`src/rtl/pll_lock_monitor.sv`:
```
// rtl/pll_lock_monitor.sv - PLL lock qualification, loss accounting and reset/retry sequencing
module pll_lock_monitor #(
    parameter int NUM_CH        = 2,
    parameter int STABLE_CYCLES = 1024,
    parameter int RST_CYCLES    = 16,
    parameter int LOCK_TIMEOUT  = 65536,
    parameter int MAX_RETRY     = 3,
    parameter int CNT_W         = 8
) (
    input  logic                    clk,
    input  logic                    rst,
    input  logic [NUM_CH-1:0]       lock_in,
    input  logic                    clr_err,
    output logic                    pll_rst_req,
    output logic [NUM_CH-1:0]       ch_locked,
    output logic                    all_locked,
    output logic [NUM_CH*CNT_W-1:0] loss_cnt,
    output logic [NUM_CH-1:0]       err,
    output logic                    fail
);

    typedef enum logic [1:0] {
        ST_RESET,
        ST_WAIT_LOCK,
        ST_LOCKED,
        ST_FAIL
    } state_t;

    localparam int SCNT_W = $clog2(STABLE_CYCLES + 1);
    localparam int RCNT_W = $clog2(RST_CYCLES + 1);
    localparam int TCNT_W = $clog2(LOCK_TIMEOUT + 1);

    localparam logic [SCNT_W-1:0] STABLE_MAX   = SCNT_W'(STABLE_CYCLES);
    localparam logic [SCNT_W-1:0] STABLE_LAST  = SCNT_W'(STABLE_CYCLES - 1);
    localparam logic [RCNT_W-1:0] RST_LAST     = RCNT_W'(RST_CYCLES - 1);
    localparam logic [TCNT_W-1:0] TIMEOUT_LAST = TCNT_W'(LOCK_TIMEOUT - 1);
    localparam logic [3:0]        RETRY_MAX    = 4'(MAX_RETRY);
    localparam logic [CNT_W-1:0]  LOSS_MAX     = '1;
    localparam logic [CNT_W-1:0]  LOSS_ONE     = CNT_W'(1);

    state_t              state;
    logic [NUM_CH-1:0]   sync_q1;
    logic [NUM_CH-1:0]   sync_q2;
    logic [SCNT_W-1:0]   stable_cnt [NUM_CH];
    logic [RCNT_W-1:0]   rst_timer;
    logic [TCNT_W-1:0]   tout_cnt;
    logic [3:0]          retry_cnt;
    logic [NUM_CH-1:0]   loss_evt;

    always_ff @(posedge clk or posedge rst) begin
        if (rst) begin
            sync_q1 <= '0;
            sync_q2 <= '0;
        end else begin
            sync_q1 <= lock_in;
            sync_q2 <= sync_q1;
        end
    end

    // Qualification restarts whenever the PLL is held in reset, so a lock must be re-earned afterwards.
    always_ff @(posedge clk or posedge rst) begin
        if (rst) begin
            for (int i = 0; i < NUM_CH; i++) begin
                stable_cnt[i] <= '0;
            end
            ch_locked <= '0;
        end else begin
            for (int i = 0; i < NUM_CH; i++) begin
                if (state == ST_RESET || !sync_q2[i]) begin
                    stable_cnt[i] <= '0;
                    ch_locked[i]  <= 1'b0;
                end else if (stable_cnt[i] != STABLE_MAX) begin
                    stable_cnt[i] <= stable_cnt[i] + 1'b1;
                    if (stable_cnt[i] == STABLE_LAST) begin
                        ch_locked[i] <= 1'b1;
                    end
                end
            end
        end
    end

    assign loss_evt = (state == ST_LOCKED) ? (ch_locked & ~sync_q2) : '0;

    // A loss in the same cycle as clr_err survives the clear and counts as the first loss.
    always_ff @(posedge clk or posedge rst) begin
        if (rst) begin
            err      <= '0;
            loss_cnt <= '0;
        end else begin
            for (int i = 0; i < NUM_CH; i++) begin
                if (loss_evt[i]) begin
                    err[i] <= 1'b1;
                    if (clr_err) begin
                        loss_cnt[i*CNT_W +: CNT_W] <= LOSS_ONE;
                    end else if (loss_cnt[i*CNT_W +: CNT_W] != LOSS_MAX) begin
                        loss_cnt[i*CNT_W +: CNT_W] <= loss_cnt[i*CNT_W +: CNT_W] + 1'b1;
                    end
                end else if (clr_err) begin
                    err[i]                     <= 1'b0;
                    loss_cnt[i*CNT_W +: CNT_W] <= '0;
                end
            end
        end
    end

    always_ff @(posedge clk or posedge rst) begin
        if (rst) begin
            state       <= ST_RESET;
            pll_rst_req <= 1'b1;
            all_locked  <= 1'b0;
            fail        <= 1'b0;
            rst_timer   <= '0;
            tout_cnt    <= '0;
            retry_cnt   <= '0;
        end else begin
            case (state)
                ST_RESET: begin
                    if (rst_timer == RST_LAST) begin
                        state       <= ST_WAIT_LOCK;
                        pll_rst_req <= 1'b0;
                        rst_timer   <= '0;
                        tout_cnt    <= '0;
                    end else begin
                        rst_timer <= rst_timer + 1'b1;
                    end
                end
                ST_WAIT_LOCK: begin
                    if (&ch_locked) begin
                        state      <= ST_LOCKED;
                        all_locked <= 1'b1;
                        retry_cnt  <= '0;
                    end else if (tout_cnt == TIMEOUT_LAST) begin
                        if (retry_cnt == RETRY_MAX) begin
                            state <= ST_FAIL;
                            fail  <= 1'b1;
                        end else begin
                            state       <= ST_RESET;
                            pll_rst_req <= 1'b1;
                            rst_timer   <= '0;
                            retry_cnt   <= retry_cnt + 4'd1;
                        end
                    end else begin
                        tout_cnt <= tout_cnt + 1'b1;
                    end
                end
                ST_LOCKED: begin
                    if (|loss_evt) begin
                        state       <= ST_RESET;
                        all_locked  <= 1'b0;
                        pll_rst_req <= 1'b1;
                        rst_timer   <= '0;
                    end
                end
                ST_FAIL: begin
                    if (clr_err) begin
                        state       <= ST_RESET;
                        fail        <= 1'b0;
                        retry_cnt   <= '0;
                        pll_rst_req <= 1'b1;
                        rst_timer   <= '0;
                    end
                end
                default: begin
                    state       <= ST_RESET;
                    pll_rst_req <= 1'b1;
                    all_locked  <= 1'b0;
                    rst_timer   <= '0;
                end
            endcase
        end
    end

endmodule

```
`config.mk`:
```
export PLATFORM = sky130hd
export DESIGN_NAME = pll_lock_monitor
export DESIGN_NICKNAME = d
export VERILOG_FILES = /design/src/rtl/pll_lock_monitor.sv
export SDC_FILE = /design/constraint.sdc
export NUM_CORES = 1
export LEC_CHECK = 0
export CORE_ASPECT_RATIO = 1.4
export CORE_MARGIN = 8
export CORE_UTILIZATION = 59
export DETAILED_ROUTE_END_ITERATION = 10
export PLACE_DENSITY = 0.87
export SYNTH_ARGS = -nofsm -noshare
export SYNTH_HDL_FRONTEND = slang
export SYNTH_SLANG_ARGS = --single-unit
```
`constraint.sdc`:
```
create_clock -name clk -period 3 [get_ports clk]
set_clock_uncertainty 0.1 [all_clocks]
set_input_delay 0.6 -clock clk [delete_from_list [all_inputs] [get_ports clk]]
set_output_delay 0.6 -clock clk [all_outputs]
set_load 0.02 [all_outputs]
```
-- Yosys cells after proc, flatten, opt, wreduce, memory -nomap -nowiden
Cells that the tools add are included.
- bits in registers: 77
- latch bits: 0
- bits in writable memories: 0
- memory bits (read-only): 0
- input bits: 5
- output and inout port bits: 23
- logic and storage cells: 136
- memories: 0
- $add $sub $neg: 7
- multipliers: 0
- div/mod/pow operators: 0
- magnitude comparators: 0
- eq/ne operators: 23
- shift-type cells: 0
- multiplexer cells: 58
- bitwise operators: 2
- reductions and logical operators: 29
- operator list (cell ; count):
    2-to-1 mux 8 bit ; 7
    2-to-1 mux 17 bit ; 3
    2-to-1 mux 11 bit ; 4
    case mux 17 bit (2 select lines) ; 1
    2-to-1 mux 5 bit ; 6
    adder 11 x 1 -> 11 bit, second input constant ; 2
    == test 11 x 10 -> 1 bit, second input constant ; 2
    inequality test 11 bit, second input constant ; 2
    nonzero test 2 bit ; 11
    2-to-1 mux 1 bit ; 20
    case mux 5 bit (4 select lines) ; 1
    adder 17 x 1 -> 17 bit, second input constant ; 1
    == test 17 x 16 -> 1 bit, second input constant ; 1
    adder 8 x 1 -> 8 bit, second input constant ; 2
    2-to-1 mux 4 bit ; 4
    inequality test 8 bit, second input constant ; 2
    2-to-1 mux 2 bit ; 7
    inequality test 2 bit, second input constant ; 7
    AND reduction 4 bit ; 3
    AND reduction 2 bit ; 5
    AND reduction 5 bit ; 2
    case mux 2 bit (4 select lines) ; 1
    case mux 4 bit (2 select lines) ; 1
    inequality test 3 bit, second input constant ; 2
    17 further kinds ; 22

-- Longest topological paths before layout
Gate-level depths: netlist of the first run.
- word-level depth: 6
- depth in mapped cells: 9

-- Worst setup path before layout of the first run
No wires, ideal clock.
- kind: register to register
- start: register tout_cnt[0]
- end: register tout_cnt[10]
- library setup time: 77 ps
- arrival time: 2091 ps
- data required time: 2823 ps
- path slack: 732 ps
- stages on the path, launching flop included: 10
- cell sequence: dfrtp_1 -> ha_1 -> and3_1 -> nand3_1 -> nor2_1 -> ha_1 -> a21oi_1 -> nand4_2 -> or3_1 -> a21oi_1
- cells in the longest elaborated chain, start to end: 4
- elaborated cells between the ends (all ways): 7
- those cells by class: add/sub: 1; eq/ne: 2; mux: 3; reduce/logical: 1
- ends and longest elaborated chain (item ; RTL line ; text):
    start, declared ; 46 ; logic [TCNT_W-1:0] tout_cnt;
    start signal, assigned ; 143 ; tout_cnt <= tout_cnt + 1'b1;
    adder 17 x 1 -> 17 bit ; 143 ;
    2-to-1 mux 17 bit ; 132 ; end else if (tout_cnt == TIMEOUT_LAST) begin
    2-to-1 mux 17 bit ; 128 ; if (&ch_locked) begin
    case mux 17 bit (2 select lines) ; 116 ; case (state)
Parallel ways exist; a longest one is shown, timed or not. The select of a mux whose other input is x is not followed.
A chain may end at the register's enable or synchronous reset.

-- Final worst setup path of the first run
Ends and elaborated chain as after synthesis.

==> out/results.ini, run 1 <==
[global_route]
grt_max_degree=78
antenna_found_initial=0
grt_pass1_vias=3174
grt_pass1_wl_mm=14.47
groute.usage.overall_pct=18.44
gr-total-overflow=0

[floorplanning]
core_area_um2=6525
die_h_um=112.6
num_io_pins=28
dieArea_um2=9566
start_util_pct=60.23
die_x_um=84.98
rows=35

[yosys]
syn_area_um2=3930
syn_nets=410
yosysTopAreaCellShare_pct=48.39
synth-async-reset-ratio_pct=100.0
ys_seq_area_share_pct=49.06
synth_cell_types=55
yosys_warnings=0
ys_seq_elements=77
ys_top_cells_by_area=dfrtp_1 (48%), nor2_1 (3.8%), ha_1 (3.2%), nand3_1 (2.8%), xor2_1 (2.7%)
synthMostInstantiatedCell=dfrtp_1
synthTopCellsByCount=dfrtp_1 (76), nor2_1 (40), nand2_1 (27)
ys.flop_type=dfrtp_1
synth-edff-count=0
yosys.area.top_type=dfrtp_1
syn_inst=395
postSynthAreaPerCell_um2=9.949

[route]
drtPass1Iterations=4
drtIter0Drc=192
route.detailed.drc=0
wl_per_cell_um=16.24
vias=3170
wl_mm=8.187
antenna_left=0
drt-vias-per-instance=6.290

[critical_path]
crit_required_ps=3180
crit_cells=9
crit_chain=ha_1 > and3_1 > nand3_1 > nor2_1 > ha_1 > a21oi_1 > nand4_2 > or3_1 > a21oi_1
r2r_end=tout_cnt[10]
critPathMaxFanout=7
slowest_stage=dfrtp_1
crit_buf_inv=0
worstSetupPathType=register to register
cpPeakStageDelay_ps=420
end_kind=register
reg2reg_from=tout_cnt[0]
crit_start=tout_cnt[0]
endpoint=tout_cnt[10]
r2r_slack_ps=500
cp.arrival_ps=2680
worst_path_dominant_cell_family=simple AND/OR/NAND/NOR gates
reg2regPathDepth=9
crit_path_start_kind=register

[cells_and_area]
syn2layout_area_growth_pct=13.44
nets=440
fill_cells=500
multi_input_area_um2=1879
diodes=0
drive_gt1_share_pct=6.977
regArea_um2=1928

[clock_network]
cts_made_buffers=9
cts_hold_buf=0
cts_tree=built
cts-root-buf=clkbuf_8
path_clk_slew_ps=80
clock_sinks=77
clk_latency_ps=350
clockBufferDepth=2
cts_resized=0
cts_htree_levels=3
post-cts-setup-buffers=0

[place]
place_ws_ps=517.6
gp_congestion=0.8673
hpwl_mm=5.745
port_buffers=27

[timing]
final_hold_viol_count=0
setup_tns_ps=0
min_period_ps=2501
grt_setup_unrepaired=no
tightest_slew_ps=742.8
finalSetupViolations=0
period_share_pct=83.35
max_slew_margin_pct=49.94
slew_viol_final=0
finalWorstSetupSlack_ps=499.5
max_freq_ghz=0.3999

[hold_path]
holdPathStages=0
hp-class=register to register

[run_status]
outcome=completed

[power_and_ir_drop]
p_per_area_nw_per_um2=422.3
leakage_nw=1.961
peakVddDrop_v=0.0002819

[job]
drv_cap=0

-- sequential cells by signal, summed over array words and instances (netlist names) --
signal	count
tout_cnt	17
rst_timer	5
state	2
sync_q1	2
stable_cnt	22
err	2
pll_rst_req	1
ch_locked	2
retry_cnt	4
sync_q2	2
all_locked	1
fail	1
loss_cnt	16
-- worst min-delay path by stage --
stage / startpoint / endpoint / slack [ps]
5_1_grt: sync_q1[1] / sync_q2[1] / 270
4_1_cts: sync_q1[1] / sync_q2[1] / 260
3_3_place_gp: sync_q1[1] / sync_q2[1] / 240
3_5_place_dp: sync_q1[1] / sync_q2[1] / 250
2_1_floorplan: sync_q1[0] / sync_q2[0] / 230
6_report: sync_q1[1] / sync_q2[1] / 260
-- routing by layer --
layer / part of all wire, % / GRT usage (%) / up-vias
li1: - / - / 1501
met1: 41 / 20.81 / 1549
met2: 53 / 32.01 / 95
met3: 3.9 / 3.509 / 25
met4: 2.5 / 9.547 / 0
met5: 0 / 0 / -
-- per-stage QoR --
stage	area, um2	util (%)	power [mW]	cells	hold WS, ps
after CTS	4458	68.32	1.897	504	262.4
after detailed placement	4269	65.43	1.141	488	246.3
final	4458	68.32	1.883	504	260.6
after global placement	4269	65.43	1.138	488	242.4
after floorplan	3930	-	1.115	395	231.2
after global routing	4458	68.32	1.955	504	273.8
-- area by class of cell --
type	instances	area share, %
Clock buffer	10	2.863
Clock inverter	6	1.375
Inverter	15	1.263
Multi-Input combinational cell	291	42.16
Sequential cell	77	43.25
Tap cell	74	2.077
Timing Repair Buffer	31	7.017
-- layout by cell type, fill, tap and decap left out, types with 3 or more instances in the layout --
cell type        synthesis  layout
a21o_1                   7       7
nor4_1                   5       5
nor2b_1                  3       3
a31oi_1                  3       3
o21ai_1                  5       5
dfrtp_1                 76      76
clkinv_2                 0       3
a22o_1                   3       3
nand2b_1                 6       6
nand2_1                 27      27
xor2_1                  12      12
buf_4                    0       3
xnor2_1                 10      10
or3_1                    6       6
ha_1                    10      10
inv_1                   15      14
o21a_1                   3       3
nand4_1                 10      10
nor2_1                  40      40
clkdlybuf4s50_1          0      27
o211ai_1                 9       9
mux2i_1                  7       7
nor3_1                  14      14
clkbuf_8                 0       9
o21ai_0                  9       9
and4_1                   5       5
and3_1                   8       8
nand3_1                 22      22
o31ai_1                 13      13
a21oi_1                 19      19
and2_1                   3       3
-- worst register-to-register path: cells and delay by family (launching register included) --
family          cells  cell delay [ps]
compound gates      2              440
fa+ha+maj           2              470
flops               1              420
simple gates        5             1010
-- power breakdown --
part           switching (mW)  total, mW  leakage, nW  internal, mW
Clock                   0.380      0.763       0.0964         0.383
Combinational          0.0407     0.0625        0.833        0.0218
Sequential             0.0109       1.06         1.03          1.05
-- kinds of logic (layout without fill, tap and decap cells) --
| kind of cell | after synthesis | after routing | share of synthesized area, % |
|---|---|---|---|
| fa+ha+maj | 10 | 10 | 3.184 |
| flops | 77 | 77 | 49.06 |
| xor+xnor | 22 | 22 | 4.903 |
| compound gates | 82 | 82 | 14.01 |
| buf+inv | 27 | 62 | 3.120 |
| mux | 7 | 7 | 1.783 |
| simple gates | 170 | 170 | 23.94 |
(Power assumes the default switching activity.)
==> inputs of run 2 (changes only) <==
clock period = 2.5 ns   (was 3 ns; I/O delays follow)
==> run 2 against run 1 <==
Effect of this change: cell area is 2.6% higher; combinational power is 19% higher; clock-buffer cell count stayed put; critical path type unchanged; largest power group unchanged.
==> out/results.ini, run 2 (synthesis results as in run 1) <==
[hold_path]
min_from=sync_q1[0]
hp-class=register to register

[global_route]
grt_pass1_wl_mm=13.97
antenna_found_initial=0
grt_pass1_vias=3025
groute.usage.overall_pct=17.95
gr-total-overflow=0
grt_max_degree=78

[clock_network]
cts_tree=built
clk_latency_ps=350
cts_htree_levels=3
cts_made_buffers=9
clockBufferDepth=2
cts-root-buf=clkbuf_8
path_clk_slew_ps=80
clock_sinks=77

[cells_and_area]
largest_reg_flops=22
top_regs=stable_cnt x22, tout_cnt x17, loss_cnt x16
diodes=0
final_cells=510
final_util_pct=70.11
syn2layout_area_growth_pct=16.40
final_cell_mix=dfrtp_1 (76), nor2_1 (40), nand2_1 (27), clkdlybuf4s50_1 (27), nand3_1 (22)
drive_gt1_share_pct=9.174
top_register=stable_cnt
nets=446
final_common_cell=dfrtp_1

[timing]
period_share_pct=96.43
slew_viol_final=0
final_hold_viol_count=0
max_slew_margin_pct=47.04
max_freq_ghz=0.4148
tightest_slew_ps=785.8
min_period_ps=2411
finalSetupViolations=0

[route]
vias=3187
wl_met2_mm=4.109
route.detailed.drc=0
wl_mm=8.102
antenna_left=0
met1_length_mm=3.377
dr_wl_met3_um=429
wl_per_cell_um=15.89
highest-signal-layer=met4
drtPass1Iterations=5
drt-vias-per-instance=6.249
drtIter0Drc=171

[critical_path]
slowest_stage=dfrtp_1
crit_required_ps=2650
reg2reg_from=tout_cnt[0]
cpPeakStageDelay_ps=420
end_kind=register
crit_buf_inv=0
crit_path_start_kind=register
cp.arrival_ps=2560
worst_path_dominant_cell_family=simple AND/OR/NAND/NOR gates
crit_chain=ha_1 > and3_1 > nand3_1 > nor2_1 > ha_2 > a21o_1 > o211ai_1 > or2_4 > o31ai_1
critPathMaxFanout=5
worstSetupPathType=register to register
crit_start=tout_cnt[0]

[place]
port_buffers=27
placed_cells=493
hpwl_mm=5.577
gp_congestion=0.8520

[job]
drv_cap=0

[floorplanning]
dieArea_um2=9566
rows=35
die_x_um=84.98
start_util_pct=60.23
die_h_um=112.6
core_area_um2=6525
num_io_pins=28

[power_and_ir_drop]
leakage_nw=2.012
p_per_area_nw_per_um2=544.3
peakVddDrop_v=0.0003322

[run_status]
outcome=completed

-- run 2: timing repair --
item | CTS | global route
hold buffers | 0 | 0
endpoints found under the setup margin | 0 | 14
resized for setup | 0 | 3
buffers inserted | 0 | 1
-- run 2: per-layer routing --
| metal | vias up | global-route usage (%) |
|---|---|---|
| met2 | 88 | 29.97 |
| met3 | 18 | 4.094 |
| met5 | - | 0 |
| met1 | 1566 | 21.07 |
| met4 | 0 | 8.831 |
| li1 | 1515 | - |
-- run 2: final cells by class --
type,instances,area [um2]
repair buffers,37,357.8
multi-input cells,291,1888
inverters,15,60.06
well taps,74,92.59
fillers,466,1951
clock inverters,6,110.1
flip-flops and latches,77,1928
clock buffers,10,137.6
-- run 2: worst paths after layout --
kind	end	slack (ps)	cells after the start
max	retry_cnt[1]	90	9
max reg2reg	retry_cnt[1]	90	9
min in group asynchronous	stable_cnt[9]	490	3
max in group asynchronous	tout_cnt[1]	1480	3
min	sync_q2[0]	250	0
min reg2reg	sync_q2[0]	250	0
-- run 2: power breakdown --
group	switching (mW)	total (mW)	internal, mW
Sequential	0.0128	1.27	1.26
Combinational	0.0484	0.0743	0.0258
Clock	0.459	1.15	0.688
Total	0.521	2.49	1.97
-- run 2: worst reg2reg max path: stages, from the launching register on --
cell and delay (ps):
dfrtp_1 420, ha_1 230, and3_1 240, nand3_1 90
nor2_1 100, ha_2 220, a21o_1 190, o211ai_1 180
or2_4 300, o31ai_1 260
-- run 2: through the flow --
stage	power, mW	worst slack [ps]	setup TNS (ps)	hold slack (ps)	cell area [um2]
after floorplan	1.339	232.0	0	231.2	3934
after global placement	1.366	196.3	0	240.3	4310
after detailed placement	1.369	63.91	0	234.7	4310
after CTS	2.505	29.65	0	251.2	4558
after global routing	2.577	-20.30	-48.86	260.1	4574
final	2.490	89.36	0	250.1	4574
